--- src/rtl/pulse_decoder_pkg.sv ---
`default_nettype none
// ============================================================================
// Module   : pulse_decoder_pkg
// Brief    : Shared types, widths and the one-hot decode helper for the
//            pulse_decoder block.
// Revision : 1.0 - initial release
// ============================================================================
package pulse_decoder_pkg;

    // Hold counter width; covers hold lengths up to 255 cycles.
    localparam int CNT_W = 8;

    // Decoder FSM: idle (outputs low) or holding a captured code.
    typedef enum logic [0:0] {
        ST_IDLE = 1'b0,
        ST_HOLD = 1'b1
    } state_t;

    // 2-bit code to 4-bit one-hot vector; bit N set when code == N.
    function automatic logic [3:0] onehot_decode(input logic [1:0] code);
        onehot_decode = 4'b0001 << code;
    endfunction

endpackage
`default_nettype wire

--- src/rtl/pulse_decoder_hold_counter.sv ---
`default_nettype none
// ============================================================================
// Module   : hold_counter
// Brief    : Loadable 8-bit down-counter used to time the output hold.
//            Load has priority over decrement; last flags a count of one.
// Revision : 1.0 - initial release
// ============================================================================
module hold_counter
    import pulse_decoder_pkg::*;
(
    input  logic             clk,
    input  logic             rst_n,
    input  logic             load,
    input  logic [CNT_W-1:0] load_val,
    input  logic             dec,
    output logic [CNT_W-1:0] count,
    output logic             last
);

    logic [CNT_W-1:0] r_count;

    // Counter register: load wins over decrement.
    always_ff @(posedge clk or negedge rst_n) begin
        if (!rst_n) begin
            r_count <= '0;
        end else if (load) begin
            r_count <= load_val;
        end else if (dec) begin
            r_count <= r_count - CNT_W'(1);
        end
    end

    assign count = r_count;
    assign last  = (r_count == CNT_W'(1));

endmodule
`default_nettype wire

--- src/rtl/pulse_decoder.sv ---
`default_nettype none
// ============================================================================
// Module   : pulse_decoder
// Brief    : Sequential 2-to-4 decoder. Captures a valid 2-bit code and
//            holds the matching one-hot output for HOLD cycles, allowing
//            gap-free back-to-back codes. Dropped codes raise ovr.
// Revision : 1.0 - initial release
// ============================================================================
module pulse_decoder
    import pulse_decoder_pkg::*;
#(
    parameter int HOLD = 4
) (
    input  logic clk,
    input  logic rst_n,
    input  logic i0,
    input  logic i1,
    input  logic v,
    output logic rdy,
    output logic y0,
    output logic y1,
    output logic y2,
    output logic y3,
    output logic busy,
    output logic ovr
);

    state_t           r_state;
    logic [1:0]       r_code;
    logic [3:0]       r_y;
    logic             r_busy;
    logic             r_ovr;

    logic             w_rdy;
    logic             w_accept;
    logic             w_last;
    logic             w_dec;
    logic [CNT_W-1:0] w_count;

    // Ready is a pure decode of registered state: idle, or final hold cycle.
    assign w_rdy    = (r_state == ST_IDLE) || ((r_state == ST_HOLD) && w_last);
    assign w_accept = v && w_rdy;

    // Count down only while holding; a zero count is never decremented.
    assign w_dec = (r_state == ST_HOLD) && !w_accept && (w_count != '0);

    hold_counter u_hold_counter (
        .clk      (clk),
        .rst_n    (rst_n),
        .load     (w_accept),
        .load_val (CNT_W'(HOLD)),
        .dec      (w_dec),
        .count    (w_count),
        .last     (w_last)
    );

    // Decoder FSM with registered one-hot outputs and busy flag.
    always_ff @(posedge clk or negedge rst_n) begin
        if (!rst_n) begin
            r_state <= ST_IDLE;
            r_code  <= 2'b00;
            r_y     <= 4'b0000;
            r_busy  <= 1'b0;
        end else begin
            case (r_state)
                ST_IDLE: begin
                    if (w_accept) begin
                        r_state <= ST_HOLD;
                        r_code  <= {i1, i0};
                        r_y     <= onehot_decode({i1, i0});
                        r_busy  <= 1'b1;
                    end
                end
                ST_HOLD: begin
                    if (w_last) begin
                        if (w_accept) begin
                            r_code <= {i1, i0};
                            r_y    <= onehot_decode({i1, i0});
                        end else begin
                            r_state <= ST_IDLE;
                            r_y     <= 4'b0000;
                            r_busy  <= 1'b0;
                        end
                    end
                end
                default: begin
                    r_state <= ST_IDLE;
                    r_y     <= 4'b0000;
                    r_busy  <= 1'b0;
                end
            endcase
        end
    end

    // Overrun pulse: a valid code arrived while the block was not ready.
    always_ff @(posedge clk or negedge rst_n) begin
        if (!rst_n) begin
            r_ovr <= 1'b0;
        end else begin
            r_ovr <= v && !w_rdy;
        end
    end

    assign rdy  = w_rdy;
    assign y0   = r_y[0];
    assign y1   = r_y[1];
    assign y2   = r_y[2];
    assign y3   = r_y[3];
    assign busy = r_busy;
    assign ovr  = r_ovr;

endmodule
`default_nettype wire

--- config.mk ---
export PLATFORM = sky130hd
export DESIGN_NAME = pulse_decoder
export DESIGN_NICKNAME = d
export VERILOG_FILES = /design/src/rtl/pulse_decoder_pkg.sv /design/src/rtl/pulse_decoder_hold_counter.sv /design/src/rtl/pulse_decoder.sv
export SDC_FILE = /design/constraint.sdc
export NUM_CORES = 1
export LEC_CHECK = 0
export ABC_CLOCK_PERIOD_IN_PS = 3700
export BUFFER_PORTS_ARGS = -buffer_cell sky130_fd_sc_hd__buf_2
export CAP_MARGIN = 5
export CORE_MARGIN = 4
export CORE_UTILIZATION = 54
export CTS_BUF_LIST = sky130_fd_sc_hd__clkbuf_16
export DETAILED_ROUTE_END_ITERATION = 16
export PLACE_DENSITY = 0.76
export SYNTH_ARGS = -nofsm -noshare
export SYNTH_HDL_FRONTEND = slang
export SYNTH_SLANG_ARGS = --single-unit
--- constraint.sdc ---
create_clock -name clk -period 3.7 [get_ports clk]
set_clock_uncertainty 0.15 [all_clocks]
set_input_delay 0.555 -clock clk [delete_from_list [all_inputs] [get_ports clk]]
set_output_delay 0.555 -clock clk [all_outputs]
set_load 0.02 [all_outputs]
==> flow_summary.yaml <==
outcome:
  run_status: "completed"
die:
  chipWidth_um: 47.64
  design.die.area_mm2: 0.002269
  num_io_pins: 12
  initial_utilization: 0.5697
  placeableCoreArea_mm2: 0.001489
  floorplan.die.height_um: 47.64
  num_rows: 14
finish:
  layout.nets: 108
  final_cell_mix: "sky130_fd_sc_hd__dfrtp_1 (15), sky130_fd_sc_hd__nor2_1 (11), sky130_fd_sc_hd__buf_2 (11)"
  final_common_cell: "sky130_fd_sc_hd__dfrtp_1"
  area_growth_from_synthesis_to_final_layout_pct: 15.49
  layout.cells.non_filler: 115
  antennaDiodeCount: 0
  nFillCells: 115
  drive_above_1_share: 0.2121
global_route:
  grt_use_total: 0.1770
  grt_first_pass_wirelength_mm: 2.670
  number_of_antenna_violations_at_the_first_check_in_global_routing: 0
  grt_start_max_net_pins: 16
  vias_in_the_first_global_route: 629
  globalRouteOverflowTotal: 0
cts:
  postCtsHoldBufs: 0
  clk_root_buf: "sky130_fd_sc_hd__clkbuf_16"
  post_cts_repair_resize_count: 0
  clock_tree_from_tritoncts: "built"
  cts_buffers: 3
  cts_max_path_buffers: 2
  clkSinkCount: 15
  h-tree-depth: 1
  clock_latency_ns: 0.25
  post_cts.repair.setup_buffers: 0
  worst_setup_hold_path_clk_slew_ns: 0.05
power:
  sw_frac_of_total: 0.3745
  power_frac_comb: 0.391
  net_load_switching_power_uw: 312.7
  power_density_mw_per_mm2: 852.4
  power.internal_uw: 522.4
  power.static_leakage_nw: 0.4496
  power.ir.vdd_worst_mv: 0.5365
  seq_power_share: 0.359
  share_clk_of_total_power: 0.250
critical_path:
  startpoint_type: "register"
  r2r_end: "u_hold_counter.count[1]"
  kind_of_critical_path: "register to register"
  cp_max_fo: 10
  reg2reg_from: "u_hold_counter.count[4]"
  worst-endpoint-arrival_ns: 3.05
  cp-end-kind: "register"
  regToRegSetupSlack_ns: 0.67
  worst_r2r_path_depth: 8
  critical_path_required_ns: 3.73
timing:
  finalMaxSlewViolations: 0
  final_min_period_over_clock_period: 0.8176
  final.min_clock_period_ns: 3.025
  final-hold-violation-count: 0
  slew_headroom: 0.7011
  worst_slew_pin_slew_ns: 0.4449
  finalSetupTns_ns: 0
  rsz0062_at_grt: "false"
  final.setup.worst_slack_ns: 0.6749
  count_of_endpoints_failing_setup_in_the_final_report: 0
  fmax_ghz: 0.3306
detailed_routing:
  drtIter0Drc: 18
  post_detailed_routing_wire_length_mm: 1.552
  drt_first_pass_iters: 4
  route.vias.total: 665
  drtAntennaViolNets: 0
  drc: 0
  routed_via_count_divided_by_cell_count: 5.783
  wire_per_inst_um: 13.50
place:
  dpl_worst_slack_ns: 0.6968
  post-dp-hpwl_mm: 1.132
  placed_cells: 111
  routabilityCongestion: 0.8240
  io_buffers: 11
hold_path:
  min_path_type: "input pin to asynchronous set/reset pin"
synth:
  yosys_register_bits: 15
  netlist_area_um2: 848.3
  avgSynthCellArea_um2: 9.751
  synth_seq_area_share: 0.4425
  yosys_warnings: 0
  syn_inst: 87
  synth.net_count: 95
  netlist_cell_types: 34
job:
  max_cap_violations: 0
## Yosys cell counts, drive strengths merged
library cell | count | area (um2)
o211ai | 3 | 22.52
or4 | 1 | 11.26
nor3b | 2 | 15.01
or3b | 1 | 8.760
clkbuf | 1 | 3.750
a311o | 2 | 20.02
a211o | 1 | 8.760
nand4 | 1 | 6.260
or4b | 2 | 23.77
xor2 | 1 | 8.760
xnor2 | 1 | 8.760
and3 | 1 | 7.510
nand3b | 1 | 7.510
o21ai | 4 | 20.02
o41ai | 1 | 8.760
a21o | 1 | 7.510
nor3 | 2 | 10.01
or3 | 2 | 12.51
nor2 | 11 | 41.29
inv | 5 | 18.77
a21oi | 5 | 25.02
ha | 3 | 37.54
a21boi | 1 | 18.77
mux2 | 1 | 11.26
o21bai | 1 | 7.510
dfrtp | 15 | 375.4
nand2b | 4 | 25.02
buf | 2 | 18.77
nand3 | 4 | 20.02
nand2 | 5 | 18.77
and3b | 1 | 8.760
mux2i | 1 | 10.01
## power groups by stage
stage | Clock (mW) | Sequential (mW) | Combinational [mW]
2_1_floorplan | 0 | 0.316 | 0.227
3_3_place_gp | 0 | 0.298 | 0.321
3_5_place_dp | 0 | 0.302 | 0.326
4_1_cts | 0.213 | 0.299 | 0.329
5_1_grt | 0.219 | 0.311 | 0.377
6_report | 0.209 | 0.300 | 0.326
## registers in the layout (all words and copies together) (netlist names)
register / cells
ovr: 1
r_y: 4
r_state: 1
busy: 1
u_hold_counter.count: 8
## through the flow
step / utilization / hold slack, ns / cell area (um2) / total power, mW
final: 0.6580 / 0.05276 / 979.7 / 0.8351
after global routing: 0.6580 / 0.07029 / 979.7 / 0.9070
after CTS: 0.6580 / 0.05915 / 979.7 / 0.8420
after detailed placement: 0.6050 / 0.3220 / 900.9 / 0.6278
after global placement: 0.6050 / 0.3188 / 900.9 / 0.6189
after floorplan: - / 0.1094 / 848.3 / 0.5436
## layout make-up
cell class	count	area, um2	share of cell area
timing repair buffer	11	55.05	0.05619
tap	16	20.02	0.02043
clock inverter	1	3.754	0.003831
multi-input combinational	64	431.7	0.4406
inverter	5	18.77	0.01916
clock buffer	3	75.07	0.07663
sequential	15	375.4	0.3831
## routing by layer
| metal | vias to the layer above | track usage | wire (um) |
|---|---|---|---|
| met2 | 13 | 0.2487 | 676 |
| met3 | 5 | 0.04511 | 77 |
| met4 | 0 | 0.1237 | 51 |
| met5 | - | 0 | 0 |
| met1 | 314 | 0.2370 | 747 |
| li1 | 333 | - | - |
## logic make-up (layout without fill, tap and decap cells)
| family | after synthesis | after routing | share of synthesized area |
|---|---|---|---|
| compound gates | 19 | 19 | 0.1637 |
| flops | 15 | 15 | 0.4425 |
| mux | 2 | 2 | 0.02507 |
| xor+xnor | 2 | 2 | 0.02065 |
| fa+ha+maj | 3 | 3 | 0.04425 |
| simple gates | 38 | 38 | 0.2552 |
| buf+inv | 8 | 20 | 0.04867 |
## worst max-delay path, cell delays in order, from the launching register on
cell                       delay, ns
sky130_fd_sc_hd__dfrtp_1        0.43
sky130_fd_sc_hd__or4_4          0.58
sky130_fd_sc_hd__or4b_4         0.58
sky130_fd_sc_hd__a21boi_4       0.30
sky130_fd_sc_hd__inv_1          0.08
sky130_fd_sc_hd__ha_1           0.23
sky130_fd_sc_hd__o21ai_0        0.15
sky130_fd_sc_hd__mux2_2         0.38
sky130_fd_sc_hd__nor2_1         0.08
## worst max path at each step
stage / from / end / slack [ns] / cells after the start
detailed placement: u_hold_counter.count[4] / u_hold_counter.count[1] / 0.70 / 8
global route: u_hold_counter.count[4] / u_hold_counter.count[1] / 0.53 / 8
finish: u_hold_counter.count[4] / u_hold_counter.count[1] / 0.67 / 8
floorplan: u_hold_counter.count[3] / u_hold_counter.count[1] / 0.83 / 9
global placement: u_hold_counter.count[3] / u_hold_counter.count[1] / 0.76 / 8
CTS: u_hold_counter.count[4] / u_hold_counter.count[1] / 0.67 / 8
Power figures use the tool's default switching activity.
